## src/rtl/direction_input_ctrl.sv

```systemverilog
// Push-button front end for the 2048 core: sync, debounce, one-hot command per press.
// Optional auto-repeat of a held direction is compiled in with `define DIR_AUTO_REPEAT_EN.
module direction_input_ctrl #(
  parameter int unsigned DEBOUNCE_CYCLES = 500000,
  parameter int unsigned REPEAT_CYCLES   = 10000000,
  parameter bit          BTN_ACTIVE_LOW  = 1'b1
) (
  input  logic       clk,
  input  logic       rst,
  input  logic       btn_up,
  input  logic       btn_down,
  input  logic       btn_left,
  input  logic       btn_right,
  input  logic [1:0] game_state,
  output logic [3:0] direction,
  output logic       cmd_pending
);

  // state           | meaning
  // ST_WAIT_READY   | no command; wait for playing with all buttons released
  // ST_ARMED        | no command; accept the next single debounced press
  // ST_WAIT_ACK     | command held until the core leaves playing
  // ST_WAIT_RELEASE | no command; wait for all buttons released (or auto-repeat)
  localparam logic [1:0] ST_WAIT_READY   = 2'd0;
  localparam logic [1:0] ST_ARMED        = 2'd1;
  localparam logic [1:0] ST_WAIT_ACK     = 2'd2;
  localparam logic [1:0] ST_WAIT_RELEASE = 2'd3;

  localparam int unsigned DB_W = $clog2(DEBOUNCE_CYCLES + 1);
  localparam logic [DB_W-1:0] DB_LAST = DB_W'(DEBOUNCE_CYCLES - 1);
  localparam logic RELEASED_LVL = BTN_ACTIVE_LOW;

  if (DEBOUNCE_CYCLES < 2 || REPEAT_CYCLES < 2) begin : g_param_check
    $error("direction_input_ctrl: DEBOUNCE_CYCLES and REPEAT_CYCLES must be >= 2");
  end

  logic [3:0] btn_raw;
  logic [3:0] sync_q1;
  logic [3:0] sync_q2;
  logic [3:0] btn_norm;
  logic [3:0] press_vec;

  assign btn_raw = {btn_right, btn_left, btn_down, btn_up};

  always_ff @(posedge clk or negedge rst) begin
    if (!rst) begin
      sync_q1 <= {4{RELEASED_LVL}};
      sync_q2 <= {4{RELEASED_LVL}};
    end else begin
      sync_q1 <= btn_raw;
      sync_q2 <= sync_q1;
    end
  end

  assign btn_norm = BTN_ACTIVE_LOW ? ~sync_q2 : sync_q2;

  // The level flips only after DEBOUNCE_CYCLES consecutive disagreeing samples.
  for (genvar i = 0; i < 4; i++) begin : g_deb
    logic [DB_W-1:0] cnt_q;
    logic            lvl_q;

    always_ff @(posedge clk or negedge rst) begin
      if (!rst) begin
        cnt_q <= '0;
        lvl_q <= 1'b0;
      end else if (btn_norm[i] == lvl_q) begin
        cnt_q <= '0;
      end else if (cnt_q == DB_LAST) begin
        cnt_q <= '0;
        lvl_q <= btn_norm[i];
      end else begin
        cnt_q <= cnt_q + 1'b1;
      end
    end

    assign press_vec[i] = lvl_q;
  end

  logic       playing;
  logic       press_none;
  logic       press_one_hot;
  logic [1:0] state_q;
  logic [1:0] state_d;
  logic [3:0] dir_q;
  logic [3:0] dir_d;

  assign playing       = (game_state == 2'b01);
  assign press_none    = (press_vec == 4'b0000);
  assign press_one_hot = !press_none && ((press_vec & (press_vec - 4'd1)) == 4'b0000);

`ifdef DIR_AUTO_REPEAT_EN
  localparam int unsigned RP_W = $clog2(REPEAT_CYCLES + 1);
  localparam logic [RP_W-1:0] RP_LAST = RP_W'(REPEAT_CYCLES - 1);

  logic [3:0]      last_dir_q;
  logic [3:0]      last_dir_d;
  logic [RP_W-1:0] rpt_cnt_q;
  logic            rpt_hold;
  logic            rpt_fire;

  // Only the exact direction last issued may repeat; any other pattern restarts the wait.
  assign rpt_hold = (state_q == ST_WAIT_RELEASE) && (last_dir_q != 4'b0000) &&
                    (press_vec == last_dir_q);
  assign rpt_fire = rpt_hold && (rpt_cnt_q == '0) && playing;

  always_ff @(posedge clk or negedge rst) begin
    if (!rst) begin
      rpt_cnt_q  <= RP_LAST;
      last_dir_q <= 4'b0000;
    end else begin
      last_dir_q <= last_dir_d;
      if (!rpt_hold || rpt_fire) begin
        rpt_cnt_q <= RP_LAST;
      end else if (rpt_cnt_q != '0) begin
        rpt_cnt_q <= rpt_cnt_q - 1'b1;
      end
    end
  end
`endif

  always_comb begin
    state_d = state_q;
    dir_d   = dir_q;
`ifdef DIR_AUTO_REPEAT_EN
    last_dir_d = last_dir_q;
`endif
    case (state_q)
      ST_WAIT_READY: begin
        dir_d = 4'b0000;
        if (playing && press_none) begin
          state_d = ST_ARMED;
        end
      end
      ST_ARMED: begin
        dir_d = 4'b0000;
        if (!playing) begin
          state_d = ST_WAIT_READY;
        end else if (press_one_hot) begin
          dir_d   = press_vec;
          state_d = ST_WAIT_ACK;
`ifdef DIR_AUTO_REPEAT_EN
          last_dir_d = press_vec;
`endif
        end else if (!press_none) begin
          state_d = ST_WAIT_RELEASE;
`ifdef DIR_AUTO_REPEAT_EN
          last_dir_d = 4'b0000;
`endif
        end
      end
      ST_WAIT_ACK: begin
        if (!playing) begin
          dir_d   = 4'b0000;
          state_d = ST_WAIT_RELEASE;
        end
      end
      ST_WAIT_RELEASE: begin
        dir_d = 4'b0000;
        if (press_none) begin
          state_d = ST_WAIT_READY;
`ifdef DIR_AUTO_REPEAT_EN
        end else if (rpt_fire) begin
          dir_d   = last_dir_q;
          state_d = ST_WAIT_ACK;
`endif
        end
      end
      default: begin
        dir_d   = 4'b0000;
        state_d = ST_WAIT_READY;
      end
    endcase
  end

  always_ff @(posedge clk or negedge rst) begin
    if (!rst) begin
      state_q <= ST_WAIT_READY;
      dir_q   <= 4'b0000;
    end else begin
      state_q <= state_d;
      dir_q   <= dir_d;
    end
  end

  assign direction   = dir_q;
  assign cmd_pending = |dir_q;

endmodule
```

## config.mk

```make
export PLATFORM = sky130hd
export DESIGN_NAME = direction_input_ctrl
export DESIGN_NICKNAME = d
export VERILOG_FILES = /design/src/rtl/direction_input_ctrl.sv
export SDC_FILE = /design/constraint.sdc
export NUM_CORES = 1
export LEC_CHECK = 0
export CAP_MARGIN = 0
export CORE_MARGIN = 3
export CORE_UTILIZATION = 36
export CTS_CLUSTER_DIAMETER = 50
export DETAILED_ROUTE_END_ITERATION = 7
export MAX_ROUTING_LAYER = met4
export PLACE_DENSITY = 0.49
export SYNTH_ARGS = -nofsm -noshare
export SYNTH_HDL_FRONTEND = slang
export SYNTH_SLANG_ARGS = --single-unit
```

## constraint.sdc

```tcl
create_clock -name clk -period 2.2 [get_ports clk]
set_input_delay 0.66 -clock clk [delete_from_list [all_inputs] [get_ports clk]]
set_output_delay 0.66 -clock clk [all_outputs]
set_load 0.005 [all_outputs]
```

# Word level (Yosys, flattened, before mapping)
# Cells that the tools add are included.
dict set report totals {
  reg_bits 94
  latch_bits 0
  mem_bits_rw 0
  mem_bits_ro 0
  inputBits 8
  out_inout_bits 5
  wordCells 71
  memories 0
}
dict set report op_classes {
  addsub 5
  mul 0
  div 0
  order_cmp 0
  eq_ne 16
  shift 0
  muxes 19
  bitwise_logic 6
  reduce_logical 13
}
# operator n
set op_table {}
lappend op_table {{$mux W19} 8}
lappend op_table {{$add A19 B1 Y19 const B} 4}
lappend op_table {{$eq A19 B19 Y1 const B} 4}
lappend op_table {{$mux W2} 6}
lappend op_table {{$mux W4} 3}
lappend op_table {{$pmux W4 S3} 1}
lappend op_table {{$logic_not A4 Y1} 2}
lappend op_table {{$pmux W2 S4} 1}
lappend op_table {{$reduce_and A2 Y1} 4}
lappend op_table {{$ne A2 B2 Y1 const B} 3}
lappend op_table {{$and A4 B4 Y4} 1}
lappend op_table {{$eq A1 B1 Y1} 4}
lappend op_table {{$eq A2 B1 Y1 const B} 2}
lappend op_table {{$eq A2 B2 Y1 const B} 2}
lappend op_table {{$ne A4 B4 Y1 const B} 1}
lappend op_table {{$not A1 Y1} 4}
lappend op_table {{$not A4 Y4} 1}
lappend op_table {{$reduce_and A4 Y1} 1}
lappend op_table {{$reduce_or A4 Y1} 1}
lappend op_table {{$sub A4 B1 Y4 const B} 1}
lappend op_table {{$logic_and A1 B1 Y1} 2}
lappend op_table {{$logic_not A2 Y1} 1}
lappend op_table {{$reduce_or A2 Y1} 1}
lappend op_table {{$logic_not A1 Y1} 1}

# Longest topological paths before layout
# Gate-level depths: netlist of run 1.
dict set report depth {
  depth_word 7
  depth_mapped 6
  mapped_depth_nobuf 5
}

# Worst setup path after synthesis of run 1
# Ideal clock, no wire load.
dict set report synth_path {
  path_kind {flip-flop to flip-flop}
  startpoint {register g_deb[2].cnt_q[14]}
  endpoint {register g_deb[2].cnt_q[10]}
  setup_ns 0.119
  t_arrival_ns 1.959
  required_ns 2.081
  slack_ns 0.123
  stages_incl_launch_ff 6
  path_buffers 1
  synth_period_minus_slack_ns 2.077
  cell_sequence {dfrtp_1 or4b_2 or4_4 o21ai_4 buf_6 nor2_1}
}
dict set report synth_between {
  elab_chain_cells 3
}
# element line_no
set synth_lines {}
lappend synth_lines {{start: declaration} 59} ;# logic [DB_W-1:0] cnt_q;
lappend synth_lines {{start signal: assignment} 72} ;# cnt_q <= cnt_q + 1'b1;
lappend synth_lines {{$eq A19 B19 Y1} 68} ;# end else if (cnt_q == DB_LAST) begin
lappend synth_lines {{$mux W19} 68}
lappend synth_lines {{$mux W19} 66} ;# end else if (btn_norm[i] == lvl_q) begin
# Every way passes these cells.
# A chain may end at the register's enable or synchronous reset.

# Final worst setup path of run 1
dict set report layout_path {
  startpoint {register dir_q[1], in the netlist direction[1]}
  endpoint {output cmd_pending}
}
dict set report layout_between {
  elab_chain_cells 1
}
# element line_no
set layout_lines {}
lappend layout_lines {{start: declaration} 84} ;# logic [3:0] dir_q;
lappend layout_lines {{start signal: assignment} 181} ;# dir_q <= dir_d;
lappend layout_lines {{$reduce_or A4 Y1} 186} ;# assign cmd_pending = |dir_q;
lappend layout_lines {{end: declaration} 16} ;# output logic cmd_pending
# Every way passes these cells.

==> results.yml, run 1 <==
clocking:
  cts_root_buf: "clkbuf_16"
  clk_latency_ns: 0.34
  path_clk_slew_ns: 0.06
  cts_tree: "built"
  cts_resized: 2
  clock-sinks: 94
  htreeDepth: 3
  numCtsBuffers: 9
  clockBufferDepth: 2
  cts_hold_buf: 0
  post_cts_buffers: 0
drt:
  routedWlPerCell_microns: 13.3
  first_pass_iters: 4
  ant_nets: 0
  vias_per_cell: 5.06
  drt_iter0_markers: 112
  drc_errors: 0
  num_vias: 3313
  finalWirelength_microns: 8710
placed_design:
  placedCellCount: 639
  globalplace.congestion: 0.795
  port_buffers: 12
  place_area_sq_um: 4920
  dp_hpwl_microns: 5890
status:
  status: "completed"
global_route:
  grt_pass1_vias: 3244
  antenna_found_initial: 0
  grt_overflow_total: 0
  grt_pass1_wl_microns: 15300
  grt_start_max_net_pins: 82
  track_usage: 0.138
timing:
  fmax_mhz: 465
  maxSlewViolCount: 0
  hold_viol: 0
  timing.slew.headroom: 0.670
  fin_crit_sh: 0.978
  worst_slew_pin_slew_ns: 0.491
  rsz0062_at_grt: "no"
  finClkSkew_ns: 0.00647
  finalSetupTns_ns: 0
  setup_viol: 0
  min_period_ns: 2.15
synth:
  synth_cell_types: 39
  yosysWarnings: 0
  synthTopCellsByCount: "86 x dfrtp_1, 66 x nor2_1, 37 x xnor2_1"
  yosys_register_bits: 94
  avgSynthCellArea_sq_um: 9.88
  synth_seq_area_share: 0.522
  synth_area_leaders: "dfrtp_1 48%, xnor2_1 7.2%, nor2_1 5.5%"
  synth_edf_count: 0
  synth-main-ff-cell: "dfrtp_1"
  yosysTopAreaCellShare: 0.475
  netlist_instances: 458
  synth_top_area_cell: "dfrtp_1"
  synth-async-reset-ratio: 1.00
  synthMostInstantiatedCell: "dfrtp_1"
  synth_area_sq_um: 4530
  synth_nets: 470
worst_setup_path:
  cp.arrival_ns: 1.49
  worstRegToRegCells: 5
  critPathCaptureType: "output port"
  start_kind: "flop"
  path_class: "flop to output port"
  cp.required_ns: 1.54
  path_max_fanout: 3
flow_run:
  cap_violations: 0
cells_and_area:
  nNetsFinal: 494
  fillCellCount: 1174
  synthToLayoutAreaGrowth_pct: 15.3
  fin_area_sq_um: 5220
  final_cell_count_no_fill: 655
  diodes: 0
  drive_gt1_frac: 0.107
floorplanning:
  core_sq_um: 12200
  dieHeight_microns: 118
  initial_core_util: 0.372
  ioPinCount: 13
  fp.dieArea_sq_um: 14000
  rows: 40
  die_w_microns: 118
pwr:
  p_leak_uw: 0.00200
  ir_worst_vdd_v: 0.000314
  p_per_area_nw_per_um2: 685
worst_hold_path:
  worstHoldPathType: "input pin to async pin"
## where the power goes
group | switching (uW) | internal, uW
Combinational | 110 | 66.2
Clock | 641 | 938
Sequential | 44.0 | 1770
## cell families (layout without fill, tap and decap cells)
group / count (synthesis) / count (layout) / share of synthesized area
muxes: 2 / 2 / 0.00442
DFF: 94 / 94 / 0.522
and+or+nand+nor: 216 / 216 / 0.250
xor gates and xnor gates: 53 / 53 / 0.103
adders and majority gates: 4 / 4 / 0.0111
AOI/OAI and AO/OA: 59 / 59 / 0.0796
buffers and inverters: 30 / 59 / 0.0301
## worst paths after layout
check                      slack [ns]          startpoint            endpoint
min in group clk                 0.35          sync_q1[2]          sync_q2[2]
min reg2reg                      0.35          sync_q1[2]          sync_q2[2]
min                              0.16                 rst   g_deb[2].cnt_q[3]
max reg2reg                      0.11  g_deb[2].cnt_q[14]  g_deb[2].cnt_q[17]
max                              0.05        direction[1]         cmd_pending
max in group asynchronous        1.32                 rst          sync_q1[1]
## worst max-delay path, cell delays in order (launching register included)
cell	delay, ns
dfrtp_1	0.38
or4_1	0.54
clkdlybuf4s15_1	0.23
## area by class of cell
class,instances,area (sq um),share of cell area
flip-flops and latches,94,2360,0.453
well taps,168,210,0.0403
repair buffers,27,255,0.0489
clock inverters,4,45.0,0.00863
multi-input cells,334,2030,0.389
clock buffers,12,256,0.0492
inverters,16,60.1,0.0115
## metal layers
layer	global-route usage	wire length [microns]	up-vias	part of all wire
met1	0.173	4250	1614	0.49
met5	-	0	-	0
li1	-	-	1666	-
met4	0.0593	116	0	0.013
met2	0.216	4120	26	0.47
met3	0.0311	222	7	0.025
## layout by cell type, fill, tap and decap left out, types with 4 or more instances in the layout
| cell | count |
|---|---|
| a21oi_1 | 24 |
| and4_1 | 4 |
| buf_4 | 14 |
| clkbuf_16 | 9 |
| clkdlybuf4s50_1 | 10 |
| dfrtp_1 | 86 |
| dfstp_2 | 8 |
| ha_1 | 4 |
| inv_1 | 16 |
| nand2_1 | 28 |
| nand3_1 | 22 |
| nand4_1 | 22 |
| nor2_1 | 66 |
| nor3_1 | 13 |
| nor4_1 | 11 |
| nor4b_1 | 4 |
| o21ai_0 | 15 |
| o31ai_1 | 10 |
| or2_2 | 7 |
| or3_1 | 13 |
| or4_1 | 14 |
| xnor2_1 | 37 |
| xor2_1 | 16 |
## stage by stage
stage	utilization	power, uW	hold slack, ns	worst slack (ns)
6_report	0.429	3570	0.163	0.0495
5_1_grt	0.429	3740	0.166	0.000916
4_1_cts	0.429	3630	0.157	0.0130
3_5_place_dp	0.404	2030	0.349	0.0993
3_3_place_gp	0.404	2030	0.348	0.138
2_1_floorplan	-	1940	0.345	0.123
## state kept, by name (all words and copies together) (netlist names), named ones only
name / flops
state_q: 1
sync_q2: 4
g_deb.lvl_q: 4
sync_q1: 4
g_deb.cnt_q: 76
direction: 4
No activity file was read; power rests on OpenSTA's default activity.
==> run 2: changes to the inputs <==
- CAP_MARGIN: 0 -> 15
==> results of run 2 <==
No change in the layout: final DEF, timing and power equal those of run 1.
==> run 3: changes to the inputs <==
- ABC_AREA: not set -> 1
==> run 3 against run 2 <==
  * Setup slack better by 0.12 ns
  * Clock power is 9% lower
  * Power is 3.9% lower
  * Critical endpoint unchanged
  * Largest cell class is now multi-input combinational cells
==> results.yml, run 3 <==
worst_setup_path:
  path_max_fanout: 3
  path_class: "flop to output port"
  cp.arrival_ns: 1.37
  critPathCaptureType: "output port"
  crit-reg2reg-launch: "g_deb[0].cnt_q[0]"
  r2r_end: "g_deb[0].cnt_q[17]"
  crit_start: "direction[1]"
  worstRegToRegCells: 6
  start_kind: "flop"
  rrSetupSlack_ns: 0.61
  cp.required_ns: 1.54
pwr:
  ir_worst_vdd_v: 0.000322
  p_per_area_nw_per_um2: 604
  p_leak_uw: 0.00241
clocking:
  path_clk_slew_ns: 0.07
  cts_tree: "built"
  clk_latency_ns: 0.35
  cts_resized: 0
  cts_root_buf: "clkbuf_16"
  post_cts_buffers: 0
  cts_hold_buf: 0
  clock-sinks: 94
  clockBufferDepth: 2
  htreeDepth: 3
  numCtsBuffers: 9
floorplanning:
  initial_core_util: 0.375
  ioPinCount: 13
  core_sq_um: 13500
  rows: 42
  die_w_microns: 124
  dieHeight_microns: 124
  fp.dieArea_sq_um: 15500
synth:
  synth_edf_count: 0
  yosys_register_bits: 94
  netlist_instances: 666
  synth-async-reset-ratio: 1.00
  synth-main-ff-cell: "dfrtp_1"
  yosysWarnings: 0
  synthMostInstantiatedCell: "nor2_1"
  synth_seq_area_share: 0.468
  synth_nets: 678
  synth_top_area_cell: "dfrtp_1"
  synthTopCellsByCount: "177 x nor2_1, 155 x nand2_1, 86 x dfrtp_1"
  yosysTopAreaCellShare: 0.426
  synth_area_leaders: "dfrtp_1 43%, nor2_1 13%, nand2_1 12%"
  synth_cell_types: 32
  avgSynthCellArea_sq_um: 7.58
  synth_area_sq_um: 5050
cells_and_area:
  final_common_cell: "nor2_1"
  largest_register: "g_deb.cnt_q"
  drive_gt1_frac: 0.0850
  nNetsFinal: 702
  synthToLayoutAreaGrowth_pct: 12.6
  layout_common_cells: "177 x nor2_1, 155 x nand2_1, 86 x dfrtp_1, 67 x inv_1, 39 x nand3_1"
  largest_reg_flops: 76
  diodes: 0
placed_design:
  port_buffers: 12
  place_ws_ns: 0.170
  dp_hpwl_microns: 7740
  globalplace.congestion: 0.853
drt:
  drt_iter0_markers: 236
  ant_nets: 0
  vias_per_cell: 4.63
  drc_errors: 0
  routedWlPerCell_microns: 11.9
  first_pass_iters: 4
  finalWirelength_microns: 10300
  num_vias: 4025
timing:
  fmax_mhz: 492
  maxSlewViolCount: 0
  timing.slew.headroom: 0.685
  finalSetupTns_ns: 0
  setup_viol: 0
  worst_slew_pin_slew_ns: 0.471
  fin_crit_sh: 0.923
  min_period_ns: 2.03
  finClkSkew_ns: 0.00643
  rsz0062_at_grt: "no"
  setup_ws_ns: 0.169
  hold_viol: 0
flow_run:
  cap_violations: 0
global_route:
  grt_start_max_net_pins: 41
  track_usage: 0.147
  antenna_found_initial: 0
  grt_pass1_vias: 3902
  grt_pass1_wl_microns: 18500
  grt_overflow_total: 0
status:
  status: "completed"
worst_hold_path:
  worstHoldPathType: "input pin to async pin"
## run 3: changes by cell type after synthesis, moves of 13 or more
cell     delta
nor2_2     +14
nand3_1    +17
nand2_1   +127
nor2_1    +111
xor2_1     +14
inv_1      +51
or4_1      -14
a21oi_1    -18
or3_1      -13
xnor2_1    -26
## run 3: routing by layer
metal  vias up  track usage  part of all wire
met5         -            -                 0
met1      1854        0.206              0.52
met4         0       0.0625             0.019
met2        43        0.212              0.43
met3        13       0.0249             0.027
li1       2115            -                 -
## run 3: critical path, cell delays in order (launching register included)
cell,delay [ns]
dfrtp_1,0.40
nor2_1,0.11
nand3_1,0.07
clkdlybuf4s50_1,0.44
## run 3: through the flow
stage	std cells	hold WS [ns]	utilization	power, uW	cell area, sq um
detailed placement	855	0.348	0.403	2030	5420
finish	870	0.240	0.422	3430	5680
CTS	870	0.246	0.422	3480	5680
global placement	855	0.348	0.403	2020	5420
global route	870	0.266	0.422	3590	5680
floorplan	666	0.345	-	1940	5050
## run 3: how the worst max path moves through the flow
stage | cells after the start | slack [ns] | endpoint
after floorplan | 8 | 0.76 | state_q[0]
after CTS | 3 | 0.15 | cmd_pending
after global placement | 8 | 0.20 | state_q[0]
after global routing | 3 | 0.07 | cmd_pending
after detailed placement | 7 | 0.17 | state_q[0]
final | 3 | 0.17 | cmd_pending
## run 3: cells by family (layout without fill, tap and decap cells)
logic type	count (synthesis)	count (layout)	synth area share
AOI/OAI and AO/OA	25	25	0.0290
xor gates and xnor gates	42	42	0.0766
adders and majority gates	4	4	0.00991
DFF	94	94	0.468
buffers and inverters	73	101	0.0548
and+or+nand+nor	428	428	0.362
## run 3: final cells by class
class / count / area (sq um)
Inverter: 72 / 273
Sequential cell: 94 / 2360
Multi-Input combinational cell: 499 / 2410
Clock buffer: 13 / 250
Clock inverter: 2 / 10.0
Tap cell: 176 / 220
Timing Repair Buffer: 14 / 158
Fill cell: 1420 / 7770
## run 3: report_power, final
| group | leakage (uW) | internal (uW) | total, uW | switching (uW) |
|---|---|---|---|---|
| registers | 0.00127 | 1770 | 1800 | 31.0 |
| logic | 0.00100 | 67.0 | 191 | 124 |
| clock network | 0.000129 | 789 | 1440 | 652 |
| total | 0.00241 | 2630 | 3430 | 807 |
